### config.mk
export PLATFORM = sky130hd
export DESIGN_NAME = button_event
export DESIGN_NICKNAME = d
export VERILOG_FILES = /design/src/rtl/button_event.sv
export SDC_FILE = /design/constraint.sdc
export NUM_CORES = 1
export LEC_CHECK = 0
export BUFFER_PORTS_ARGS = -buffer_cell sky130_fd_sc_hd__buf_2
export CAP_MARGIN = 30
export CORE_MARGIN = 8
export CORE_UTILIZATION = 45
export DETAILED_ROUTE_END_ITERATION = 16
export SLEW_MARGIN = 30
export SYNTH_ARGS = -nofsm -noshare
export SYNTH_HDL_FRONTEND = slang
export SYNTH_SLANG_ARGS = --single-unit
### constraint.sdc
create_clock -name clk -period 3.1 [get_ports clk]
set_clock_uncertainty 0.05 [all_clocks]
set_input_delay 0.62 -clock clk [delete_from_list [all_inputs] [get_ports clk]]
set_output_delay 0.62 -clock clk [all_outputs]
set_load 0.01 [all_outputs]
### src/rtl/button_event.sv
// -----------------------------------------------------------------------------
// button_event
//
// Classifies presses of a debounced, clk-synchronous button into single short
// clicks, long presses and double clicks. Each class is reported as a
// registered one-cycle pulse. A wrapping 8-bit counter tallies every emitted
// pulse.
//
// Parameters
//   CLK_FREQ   system clock frequency in Hz
//   LONG_MS    hold time in ms that classifies a press as long
//   DCLICK_MS  maximum release gap in ms between the two presses of a double
//              click
//   The derived cycle counts (CLK_FREQ/1000)*LONG_MS and
//   (CLK_FREQ/1000)*DCLICK_MS must both be at least 2.
//
// Ports
//   clk           in   1  system clock, rising edge
//   reset_n       in   1  asynchronous reset, active low
//   btn           in   1  debounced button level, active high
//   pressed       out  1  registered copy of btn
//   short_pulse   out  1  one-cycle pulse for a single short click
//   long_pulse    out  1  one-cycle pulse for a long press
//   double_pulse  out  1  one-cycle pulse for a double click
//   event_count   out  8  number of pulses emitted, wraps at 256
// -----------------------------------------------------------------------------
module button_event #(
    parameter int CLK_FREQ  = 100_000_000,
    parameter int LONG_MS   = 1000,
    parameter int DCLICK_MS = 300
) (
    input  logic       clk,
    input  logic       reset_n,
    input  logic       btn,
    output logic       pressed,
    output logic       short_pulse,
    output logic       long_pulse,
    output logic       double_pulse,
    output logic [7:0] event_count
);

    localparam logic [31:0] LONG_CYC  = 32'((CLK_FREQ / 1000) * LONG_MS);
    localparam logic [31:0] GAP_CYC   = 32'((CLK_FREQ / 1000) * DCLICK_MS);
    // Timeouts fire when the counter reaches the last cycle of the window,
    // so the transition lands exactly LONG_CYC / GAP_CYC cycles after entry.
    localparam logic [31:0] LONG_LAST = LONG_CYC - 32'd1;
    localparam logic [31:0] GAP_LAST  = GAP_CYC - 32'd1;

    typedef enum logic [2:0] {
        IDLE,
        PRESS1,
        WAIT_GAP,
        PRESS2,
        HELD_LONG
    } state_t;

    state_t      state;
    state_t      state_next;
    logic [31:0] cnt;
    logic        btn_d;
    logic        rise;
    logic        fall;
    logic        short_next;
    logic        long_next;
    logic        double_next;
    logic        any_next;

    assign rise     = btn & ~btn_d;
    assign fall     = ~btn & btn_d;
    assign pressed  = btn_d;
    assign any_next = short_next | long_next | double_next;

    // Next-state and pulse decode. Each transition raises at most one pulse,
    // so the pulse outputs are mutually exclusive by construction.
    always_comb begin
        state_next  = state;
        short_next  = 1'b0;
        long_next   = 1'b0;
        double_next = 1'b0;
        case (state)
            IDLE: begin
                if (rise) begin
                    state_next = PRESS1;
                end
            end
            PRESS1: begin
                // A release on the very last cycle still counts as short.
                if (fall) begin
                    state_next = WAIT_GAP;
                end else if (cnt == LONG_LAST) begin
                    state_next = HELD_LONG;
                    long_next  = 1'b1;
                end
            end
            WAIT_GAP: begin
                // A second press on the very last gap cycle still counts
                // as the start of a double click.
                if (rise) begin
                    state_next = PRESS2;
                end else if (cnt == GAP_LAST) begin
                    state_next = IDLE;
                    short_next = 1'b1;
                end
            end
            PRESS2: begin
                // No long-press timeout here: the second press may be held
                // indefinitely and is still reported as a double click.
                if (fall) begin
                    state_next  = IDLE;
                    double_next = 1'b1;
                end
            end
            HELD_LONG: begin
                if (fall) begin
                    state_next = IDLE;
                end
            end
            default: begin
                state_next = IDLE;
            end
        endcase
    end

    // State, edge-detect register, dwell counter and registered pulses.
    // btn_d clears in reset so a button already held at release is seen as
    // a fresh rise on the first clock.
    always_ff @(posedge clk or negedge reset_n) begin
        if (!reset_n) begin
            state        <= IDLE;
            cnt          <= 32'd0;
            btn_d        <= 1'b0;
            short_pulse  <= 1'b0;
            long_pulse   <= 1'b0;
            double_pulse <= 1'b0;
            event_count  <= 8'd0;
        end else begin
            btn_d        <= btn;
            state        <= state_next;
            short_pulse  <= short_next;
            long_pulse   <= long_next;
            double_pulse <= double_next;
            if (state_next != state) begin
                cnt <= 32'd0;
            end else begin
                cnt <= cnt + 32'd1;
            end
            // Counted on the same edge the pulse register goes high, so the
            // new total is visible during the pulse cycle.
            if (any_next) begin
                event_count <= event_count + 8'd1;
            end
        end
    end

endmodule

; ---- After elaboration in Yosys (flattened, before gate mapping)
; Index checks and enable logic that the tools add are counted.
[word_totals]
ff_bits = 47
latchBits = 0
ramBits = 0
mem_bits_ro = 0
input_bits = 3
out_inout_bits = 12
word_cells = 40
memories = 0
[op_classes]
add_sub_neg = 2
multipliers = 0
n_div = 0
n_lt_le_gt_ge = 0
n_eq_ne = 7
shift = 0
mux = 16
bitwise = 6
reduce_logical = 2
[op_table]
columns = op, n
row1 = 32-bit by 1-bit adder with 32-bit output (second input constant), 1
row2 = 32-bit by 25-bit equality test with 1-bit output (second input constant), 1
row3 = 32-bit by 27-bit equality test with 1-bit output (second input constant), 1
row4 = 32-bit 2-to-1 mux, 1
row5 = 3-bit 2-to-1 mux, 6
row6 = 3-bit case mux with 4 select lines, 1
row7 = 8-bit by 1-bit adder with 8-bit output (second input constant), 1
row8 = 1-bit 2-to-1 mux, 8
row9 = 3-bit by 2-bit equality test with 1-bit output (second input constant), 2
row10 = 3-bit by 1-bit equality test with 1-bit output (second input constant), 1
row11 = 3-bit equality test (second input constant), 1
row12 = 3-bit zero test, 1
row13 = 3-bit inequality test, 1
row14 = 1-bit AND, 2
row15 = 1-bit inverter, 2
row16 = 1-bit bitwise OR, 2
row17 = 2-bit OR reduction, 1

; ---- Longest topological paths before layout
; Gate-level depths: netlist of run 1.
[logic_depth]
ltp_word = 6
ltp_mapped = 7
mapped_depth_nobuf = 6

; ---- Worst setup path before layout of run 1
; OpenSTA, ideal clock, no wires.
[synth_path]
path_kind = register to register
from = reg cnt[0]
to = reg cnt[10]
setup_time_ns = 0.119
arrival_ns = 2.020
t_required_ns = 2.931
setup_slack_ns = 0.912
stages_incl_launch_ff = 8
path_buffers = 2
period_less_slack_ns = 2.188
path_cell_list = dfrtp_1 ha_1 nand4_1 or4_1 buf_2 a221oi_4 buf_6 nor2_1
[synth_via]
elab_chain_cells = 6
elab_cells_between_ends = 10
cone_classes = add/sub (1) / eq/ne (3) / mux (6)
[synth_lines]
columns = item, line
row1 = from (decl), 59  ; logic [31:0] cnt;
row2 = from (signal assigned), 145  ; cnt <= cnt + 32'd1;
row3 = 32-bit by 25-bit equality test with 1-bit output / 32-bit by 27-bit equality test with 1-bit output (equally long branches), "100, 90"
row4 = "3-bit 2-to-1 mux, on equally long branches", "100, 90"
row5 = "3-bit 2-to-1 mux, on equally long branches", "98, 88"
row6 = 3-bit case mux with 4 select lines, 80  ; case (state)
row7 = 3-bit inequality test, 142  ; if (state_next != state) begin
row8 = 32-bit 2-to-1 mux *, 142
; Every way passes the cells marked *; elsewhere a longest branch is shown, timed or not.
; A chain may end at the register's enable or synchronous reset.

; ---- Final worst setup path of run 1
[layout_path]
from = reg state[1]
to = reg event_count[3]
[layout_via]
elab_chain_cells = 4
elab_cells_between_ends = 8
cone_classes = eq/ne (3) / mux (3) / bitwise (2)
[layout_lines]
columns = item, line
row1 = from (decl), 57  ; state_t state;
row2 = from (signal assigned), 138  ; state <= state_next;
row3 = 3-bit by 2-bit equality test with 1-bit output / 3-bit by 1-bit equality test with 1-bit output (equally long branches), 80
row4 = 1-bit 2-to-1 mux, 80
row5 = 1-bit bitwise OR, 71  ; assign any_next = short_next | long_next | double_next;
row6 = 1-bit bitwise OR *, 71
row7 = to (signal assigned), 150  ; event_count <= event_count + 8'd1;
row8 = to (decl), 39  ; output logic [7:0] event_count
; Marks and branches as above.

==> out/metrics.yaml, run 1 <==
sta:
  fin_crit_ns: 2.43
  drv_slew: 0
  setup_violations: 0
  fmax_ghz: 0.412
  finalCritPeriodShare_pct: 78.2
  maxSlewHeadroom_pct: 48.4
  fin_setup_tns_ns: 0
  worst_pin_slew_ns: 0.772
  report.final.hold_viol_count: 0
  rsz0062_at_grt: "false"
clock_tree:
  postCtsSetupRepairBufs: 0
  holdBufCountCts: 0
  numCtsBuffers: 5
  ctsHtreeMaxLevel: 2
  cts_tree: "done"
  clkSlewWorstSetupHoldPaths_ns: 0.09
  clk_latency_ns: 0.30
  clock_sinks: 47
  cts.path.max_buffers: 2
  cts_resized: 0
  root_buffer: "clkbuf_8"
yosys:
  ys_seq_area_share_pct: 45.1
  syn_area_mm2: 0.00261
  syn-instance-count: 277
  ys_ff_latch: 47
  synth.distinct_cells: 42
  ys.flop_type: "dfrtp_1"
  avgSynthCellArea_um2: 9.41
  syn_nets: 282
  async_reset_ff_share_pct: 100
  yosysWarningCount: 0
  synth_edf_count: 0
grt:
  grt_pass1_wl_mm: 9.89
  antenna_found_initial: 0
  grt_pass1_vias: 2026
  grt-ovfl-total: 0
  grt_max_degree: 30
  grtUsageTotal_pct: 14.0
floorplan:
  num_rows: 27
  core_area_mm2: 0.00554
  die_w_um: 92.1
  start_util_pct: 47.0
  ios: 15
  dieArea_mm2: 0.00848
  die_h_um: 92.1
status:
  status: "completed"
worst_setup_path:
  critical_path.max_stage_delay_ns: 0.59
  path_max_fanout: 16
  crit_slowest_cell: "or4b_1"
  critPathKind: "flip-flop to flip-flop"
  end_kind: "flip-flop"
  critPathRequiredTime_ns: 3.29
  start_kind: "flip-flop"
  cpLargestDelayFamily: "simple AND/OR/NAND/NOR gates"
  path_cells: "or4b_1, nor4_4, nand3b_2, a2111o_1, nand3_1"
  crit_arrival_ns: 2.61
  cp_num_buf_inv: 0
route:
  num_vias: 2058
  wire_per_inst_um: 14.5
  routed_wl_mm: 5.35
  firstDrtPassIters: 4
  ant_nets: 0
  drt-initial-drc-count: 111
  avgViaCountPerCell: 5.59
  drc_errors: 0
layout:
  drive_above_1_share_pct: 12.5
  nFillCells: 545
  utilization_pct: 51.9
  antennaDiodeCount: 0
  area_delta_synth_final_pct: 10.4
  mostFrequentLayoutCells: "dfrtp_1, nor2_1, nand3_1"
  seqCellArea_mm2: 0.00118
  final_common_cell: "dfrtp_1"
  multi_input_area_mm2: 0.00133
  nNetsFinal: 300
placed_design:
  place_congestion: 0.757
  io_buffers: 14
  place.detailed.hpwl_mm: 3.74
min_path:
  hold_class: "primary input to async pin"
pwr:
  p_per_area_mw_per_mm2: 485
  power_leakage_nw: 1.27
  ir_worst_vdd_uv: 249
run:
  cap_violations: 0
[worst paths after layout]
path                           from              to  slack, ns  cells after the start
max in group asynchronous   reset_n         pressed       2.06                      2
hold reg to reg              cnt[0]          cnt[0]       0.45                      1
min in group clk                btn         pressed       0.42                      1
setup / recovery           state[1]  event_count[3]       0.67                      5
setup reg to reg           state[1]  event_count[3]       0.67                      5
hold / removal              reset_n         cnt[27]       0.20                      1
[synth_stat cells (2+ instances only)]
library cell	n	area (um2)
dfrtp_1	47	1180
nor2_1	42	158
nand3_1	26	130
xor2_1	22	193
nand4_1	21	131
nand2_1	14	52.6
inv_1	8	30.0
xnor2_1	8	70.1
and3_1	7	43.8
a211o_1	6	52.6
a31oi_1	6	37.5
clkbuf_1	6	22.5
o21ai_0	6	30.0
nor2b_1	5	31.3
nor4_1	5	31.3
nand2b_1	4	25.0
nand3b_1	4	30.0
or3_1	4	25.0
a21oi_1	3	15.0
buf_6	3	33.8
nor3_1	3	15.0
a2111o_1	2	22.5
a311oi_1	2	17.5
and2_1	2	12.5
buf_2	2	10.0
ha_1	2	25.0
o31ai_1	2	15.0
[final cells by class]
| class | instances | share of cell area, % |
|---|---|---|
| Clock buffer | 6 | 2.87 |
| Clock inverter | 2 | 1.22 |
| Multi-Input combinational cell | 211 | 46.3 |
| Tap cell | 72 | 3.13 |
| Inverter | 8 | 1.04 |
| Sequential cell | 47 | 40.9 |
| Timing Repair Buffer | 22 | 4.52 |
[through the flow]
stage	hold WS, ns	total power [mW]	worst slack, ns	cells	instance area [um2]
detailed placement	0.436	0.940	0.698	360	2760
floorplan	0.274	0.887	0.912	277	2610
global placement	0.429	0.936	0.699	360	2760
finish	0.200	1.40	0.675	368	2880
global route	0.235	1.47	0.501	368	2880
CTS	0.211	1.42	0.662	368	2880
[power breakdown]
part / internal, mW / total [mW] / switching [mW]
Combinational: 0.0830 / 0.188 / 0.105
Sequential: 0.669 / 0.738 / 0.0687
Clock: 0.261 / 0.470 / 0.209
[registers in the layout (all words and copies together), names as in the netlist]
register	flops
short_pulse	1
cnt	32
double_pulse	1
pressed	1
long_pulse	1
event_count	8
state	3
[layer usage]
layer	vias up	share of wire, %	routed length, um	track usage, %
met1	993	51	2740	20.0
met3	7	3.0	160	2.85
met5	-	0	0	0
met2	25	45	2400	20.5
li1	1033	-	-	-
met4	0	1.0	55	4.03
[cell families after synthesis]
group	count (synthesis)	share of synthesized area, %
xor gates and xnor gates	30	10.1
adders and majority gates	2	0.960
and+or+nand+nor	146	30.2
AOI/OAI and AO/OA	33	9.89
DFF	47	45.1
buffers and inverters	19	3.70
[worst reg2reg max path: stages, from the launching register on]
cell and delay (ns):
dfrtp_1 0.46, or4b_1 0.59, nor4_4 0.37, nand3b_2 0.33, a2111o_1 0.49, nand3_1 0.07
Note: power is estimated with default switching activity, not from simulation.
==> run 2: changes to the inputs <==
Clock period 3.1 ns to 2.1 ns, I/O delays scaled along.
==> out/metrics.yaml, run 2 (synthesis gave the netlist of run 1 again) <==
grt:
  grtUsageTotal_pct: 14.4  # +0.48 points
  grt.met3_usage_pct: 3.34  # +0.49 points
  grt_pass1_vias: 2109  # +4.1%
  grt-ovfl-total: 0  # unchanged
  grt_pass1_wl_mm: 10.2  # +3.2%
  grt_use_met2_pct: 21.9  # +1.4 points
  grt_use_met1_pct: 19.8  # -0.21 points
  antenna_found_initial: 0  # unchanged
  grt_max_degree: 48  # +60%
  grt.busiest_layer: "met2"
placed_design:
  place_area_mm2: 0.00299  # +8.4%
  io_buffers: 14  # unchanged
  place_congestion: 0.786  # +3.9%
  place.detailed.hpwl_mm: 3.94  # +5.4%
  place_inst: 389  # +8.1%
sta:
  drv_slew: 0  # unchanged
  hold-worst-slack_ns: 0.0347  # -0.165 ns
  setup_violations: 34  # +34
  fin_ws_ns: -0.0718  # -0.747 ns
  rsz0062_at_grt: "true"
  fin_crit_ns: 2.17  # -0.253 ns
  report.final.hold_viol_count: 0  # unchanged
  maxSlewHeadroom_pct: 68.9  # +21 points
  fmax_ghz: 0.460  # +12%
  finalCritPeriodShare_pct: 103  # +25 points
  worst_pin_slew_ns: 0.462  # -0.310 ns
worst_setup_path:
  crit_arrival_ns: 2.31  # -0.30 ns
  start_kind: "flip-flop"
  path_max_fanout: 7  # -9
  end_kind: "flip-flop"
  critPathRequiredTime_ns: 2.24  # -1.05 ns
  critPathKind: "flip-flop to flip-flop"
layout:
  top_register: "cnt"
  final_cells: 403  # +9.5%
  final_common_cell: "dfrtp_1"
  antennaDiodeCount: 0  # unchanged
  drive_above_1_share_pct: 29.6  # +17 points
  nNetsFinal: 335  # +12%
  area_delta_synth_final_pct: 25.8
  utilization_pct: 59.2  # +7.2 points
  largest_reg_flops: 32  # unchanged
  mostFrequentLayoutCells: "dfrtp_1, buf_4, nand3_1"
  largestRegisters: "cnt (32), event_count (8), state (3)"
  fin_area_mm2: 0.00328  # +14%
status:
  status: "complete, but fails checks"
  violations: "negative setup slack"
min_path:
  hold_class: "primary input to async pin"
route:
  drt-initial-drc-count: 112  # +0.90%
  drc_errors: 0  # unchanged
  avgViaCountPerCell: 5.42  # -3.1%
  num_vias: 2183  # +6.1%
  firstDrtPassIters: 4  # unchanged
  ant_nets: 0  # unchanged
  wire_per_inst_um: 14.7  # +1.1%
  routed_wl_mm: 5.92  # +11%
pwr:
  ir_worst_vdd_uv: 483  # +94%
  power_leakage_nw: 1.45  # +14%
  power_mw: 2.11  # +51%
  p_per_area_mw_per_mm2: 644  # +33%
run:
  cap_violations: 0  # unchanged
floorplan:
  dieArea_mm2: 0.00848  # unchanged
  core_area_mm2: 0.00554  # unchanged
  die_w_um: 92.1  # unchanged
  ios: 15  # unchanged
  start_util_pct: 47.0  # unchanged
  num_rows: 27  # unchanged
  die_h_um: 92.1  # unchanged
clock_tree:
  cts.path.max_buffers: 2  # unchanged
  numCtsBuffers: 5  # unchanged
  holdBufCountCts: 0  # unchanged
  clk_latency_ns: 0.30  # about the same
  clock_sinks: 47  # unchanged
  ctsHtreeMaxLevel: 2  # unchanged
  cts_tree: "done"
  root_buffer: "clkbuf_8"
  clkSlewWorstSetupHoldPaths_ns: 0.09  # about the same
==> run 2: changes by cell type in the layout (fill, tap and decap cells not counted), sizes merged <==
cell / change
buf: +35
bufinv: -1
clkbuf: +2
clkinv: -1
==> run 2: timing repair <==
item | CTS | global route
endpoints found under the setup margin | 39 | 42
gates cloned | 2 | 0
gates resized for setup | 18 | 23
setup buffers | 3 | 2
pin swaps | 4 | 4
==> run 2: layout make-up <==
class	count	area, um2
flip-flops and latches	47	1180
repair buffers	57	463
well taps	72	90.1
inverters	8	30.0
multi-input cells	211	1420
fillers	495	2260
clock buffers	8	100
==> run 2: report_power, final <==
group	internal (mW)	total [mW]	switching [mW]
registers	0.988	1.07	0.0822
logic	0.222	0.443	0.221
clock network	0.301	0.600	0.299
total	1.51	2.11	0.602
==> run 2: worst max-delay path: stages, from the launching register on <==
cell	delay, ns
dfrtp_1	0.39
nor4b_2	0.27
nand3b_1	0.12
or4_4	0.56
a221oi_4	0.31
buf_6	0.18
buf_6	0.13
nor2_1	0.04
==> run 2: path summary, 6_finish.rpt <==
kind	startpoint	end	slack, ns	cells past startpoint
hold / removal	reset_n	state[0]	0.03	2
hold reg to reg	cnt[0]	cnt[0]	0.49	2
max in group asynchronous	reset_n	event_count[5]	1.73	2
setup reg to reg	cnt[29]	cnt[8]	-0.07	7
setup / recovery	cnt[29]	cnt[8]	-0.07	7
min in group clk	btn	pressed	0.22	1
==> run 2: routing by layer <==
| metal | part of all wire, % | up-vias |
|---|---|---|
| li1 | - | 1107 |
| met1 | 51 | 1050 |
| met2 | 45 | 21 |
| met3 | 2.5 | 5 |
| met4 | 1.1 | 0 |
| met5 | 0 | - |
==> run 2: stage by stage <==
stage          worst slack (ns)  TNS (ns)
4_1_cts                 -0.0703     -1.62
6_report                -0.0718     -1.78
3_5_place_dp             -0.149     -3.92
2_1_floorplan           -0.0688     -2.06
5_1_grt                  -0.194     -5.90
3_3_place_gp            -0.0572     -1.01
==> run 3: changes to the inputs <==
Settings changed: SETUP_SLACK_MARGIN set to 0.2.
==> out/metrics.yaml, run 3 (synthesis gave the netlist of run 1 again) <==
status:
  status: "complete, but fails checks"
  violations: "negative setup slack"
pwr:
  p_seq_share_pct: 52.0  # +1.3 points
  switching_share_pct: 28.7  # +0.23 points
  p_clk_share_pct: 26.5  # -1.9 points
  power_leakage_nw: 1.46  # +1.1%
  ir_worst_vdd_uv: 428  # -11%
  p_int_mw: 1.47  # -2.6%
  power.share.combinational_pct: 21.5  # +0.5 points
  netSwitchingPower_mw: 0.593  # -1.5%
  p_per_area_mw_per_mm2: 628  # -2.5%
route:
  num_vias: 2216  # +1.5%
  routed_wl_mm: 5.82  # -1.8%
  firstDrtPassIters: 4  # unchanged
  ant_nets: 0  # unchanged
  avgViaCountPerCell: 5.50  # +1.5%
  drt-initial-drc-count: 80  # -29%
  wire_per_inst_um: 14.4  # -1.8%
  drc_errors: 0  # unchanged
layout:
  area_delta_synth_final_pct: 26.1
  nFillCells: 504  # +1.8%
  seqCellArea_mm2: 0.00118  # unchanged
  mostFrequentLayoutCells: "dfrtp_1, buf_4, nor2_1"
  multi_input_area_mm2: 0.00142  # -0.26%
  largest_reg_flops: 32  # unchanged
  drive_above_1_share_pct: 27.8  # -1.8 points
  fin_area_mm2: 0.00329  # +0.23%
  antennaDiodeCount: 0  # unchanged
  nNetsFinal: 336  # +0.30%
  final_common_cell: "dfrtp_1"
  largestRegisters: "cnt (32), event_count (8), state (3)"
  final_cells: 403  # unchanged
  top_register: "cnt"
sta:
  fmax_ghz: 0.467  # +1.5%
  maxSlewHeadroom_pct: 66.1  # -2.8 points
  worst_pin_slew_ns: 0.509  # +0.0467 ns
  setup_violations: 31  # -8.8%
  fin_crit_ns: 2.14  # -0.0319 ns
  hold-worst-slack_ns: 0.0334  # -0.00130 ns
  fin_ws_ns: -0.0399  # +0.0319 ns
  report.final.hold_viol_count: 0  # unchanged
  rsz0062_at_grt: "true"
  finalCritPeriodShare_pct: 102  # -1.5 points
  drv_slew: 0  # unchanged
placed_design:
  io_buffers: 14  # unchanged
  place_congestion: 0.799  # +1.6%
  preCtsSetupSlack_ns: -0.0770  # +0.0718 ns
  place_inst: 389  # unchanged
  place.detailed.hpwl_mm: 4.05  # +2.8%
  place_area_mm2: 0.00303  # +1.3%
worst_setup_path:
  path_max_fanout: 8  # +1
  critPathRequiredTime_ns: 2.23  # about the same
  cp_num_buf_inv: 2  # unchanged
  start_kind: "flip-flop"
  r2r_end: "cnt[18]"
  setup.worst_path.start: "cnt[29]"
  crit_arrival_ns: 2.27  # -0.04 ns
  critical_path.max_stage_delay_ns: 0.55  # about the same
  end_kind: "flip-flop"
  critPathKind: "flip-flop to flip-flop"
  r2r-start: "cnt[29]"
  cpLargestDelayFamily: "simple AND/OR/NAND/NOR gates"
  regToRegSetupSlack_ns: -0.04  # +0.03 ns
  r2r_cells: 7  # unchanged
  crit_slowest_cell: "or4_4"
  path_cells: "nor4b_2, nand3b_1, or4_4, a221oi_4, buf_6, buf_8, nor2_1"
grt:
  grt_max_degree: 28  # -42%
  antenna_found_initial: 0  # unchanged
  grt_pass1_wl_mm: 10.4  # +1.6%
  grt_pass1_vias: 2161  # +2.5%
  grtUsageTotal_pct: 14.8  # +0.34 points
  grt-ovfl-total: 0  # unchanged
clock_tree:
  root_buffer: "clkbuf_8"
  holdBufCountCts: 0  # unchanged
  clk_latency_ns: 0.29  # about the same
  clock_sinks: 47  # unchanged
  clkSlewWorstSetupHoldPaths_ns: 0.08  # about the same
  cts.path.max_buffers: 2  # unchanged
  cts_tree: "done"
  numCtsBuffers: 5  # unchanged
  ctsHtreeMaxLevel: 2  # unchanged
floorplan:
  num_rows: 27  # unchanged
  ios: 15  # unchanged
  dieArea_mm2: 0.00848  # unchanged
  die_w_um: 92.1  # unchanged
  die_h_um: 92.1  # unchanged
  core_area_mm2: 0.00554  # unchanged
  start_util_pct: 47.0  # unchanged
run:
  cap_violations: 0  # unchanged
min_path:
  hold_class: "primary input to async pin"
run 3: cell types whose count changed in the layout (fill, tap and decap cells not counted), moves of 2 or more:
cell,delta
nor2_2,-10
buf_12,+2
nor2_4,+2
nor2_1,+8
buf_8,+2
run 3: through the flow:
step	TNS, ns	utilization, %	power (mW)
4_1_cts	-0.0825	57.9	2.04
5_1_grt	-4.82	59.3	2.19
3_3_place_gp	-0.756	54.7	1.45
6_report	-0.612	59.3	2.06
2_1_floorplan	-2.06	-	1.32
3_5_place_dp	-1.69	54.7	1.46
run 3: final cells by class:
cell class	instances	share of cell area [%]
clock buffers	6	2.51
clock inverters	1	0.152
inverters	8	0.914
multi-input cells	211	43.1
flip-flops and latches	47	35.8
well taps	72	2.74
repair buffers	58	14.8
run 3: metal layers:
| metal | track usage (%) | vias to the layer above | wire [um] |
|---|---|---|---|
| met5 | 0 | - | 0 |
| met4 | 3.62 | 0 | 53 |
| met3 | 3.26 | 6 | 192 |
| met2 | 23.4 | 30 | 2660 |
| met1 | 19.9 | 1073 | 2910 |
| li1 | - | 1107 | - |
run 3: power groups by stage:
stage                     Clock [mW]  Sequential [mW]  Combinational [mW]
final                          0.547             1.07               0.444
after global routing           0.602             1.09               0.500
after CTS                      0.570             1.07               0.398
after detailed placement           0             1.09               0.372
after global placement             0             1.09               0.365
after floorplan                    0             1.09               0.234
run 3: what timing repair did:
action,in CTS,in global routing
buffers inserted,5,1
cloned,1,0
setup endpoints to repair,42,44
pin swaps,7,0
resized for setup,15,20
run 3: how the worst max path moves through the flow:
| stage | slack (ns) | end | cells after the start |
|---|---|---|---|
| 2_1_floorplan | -0.07 | cnt[7] | 7 |
| 3_3_place_gp | -0.04 | cnt[11] | 6 |
| 3_5_place_dp | -0.08 | cnt[1] | 6 |
| 4_1_cts | -0.008 | cnt[31] | 7 |
| 5_1_grt | -0.16 | cnt[27] | 7 |
| 6_report | -0.04 | cnt[18] | 7 |
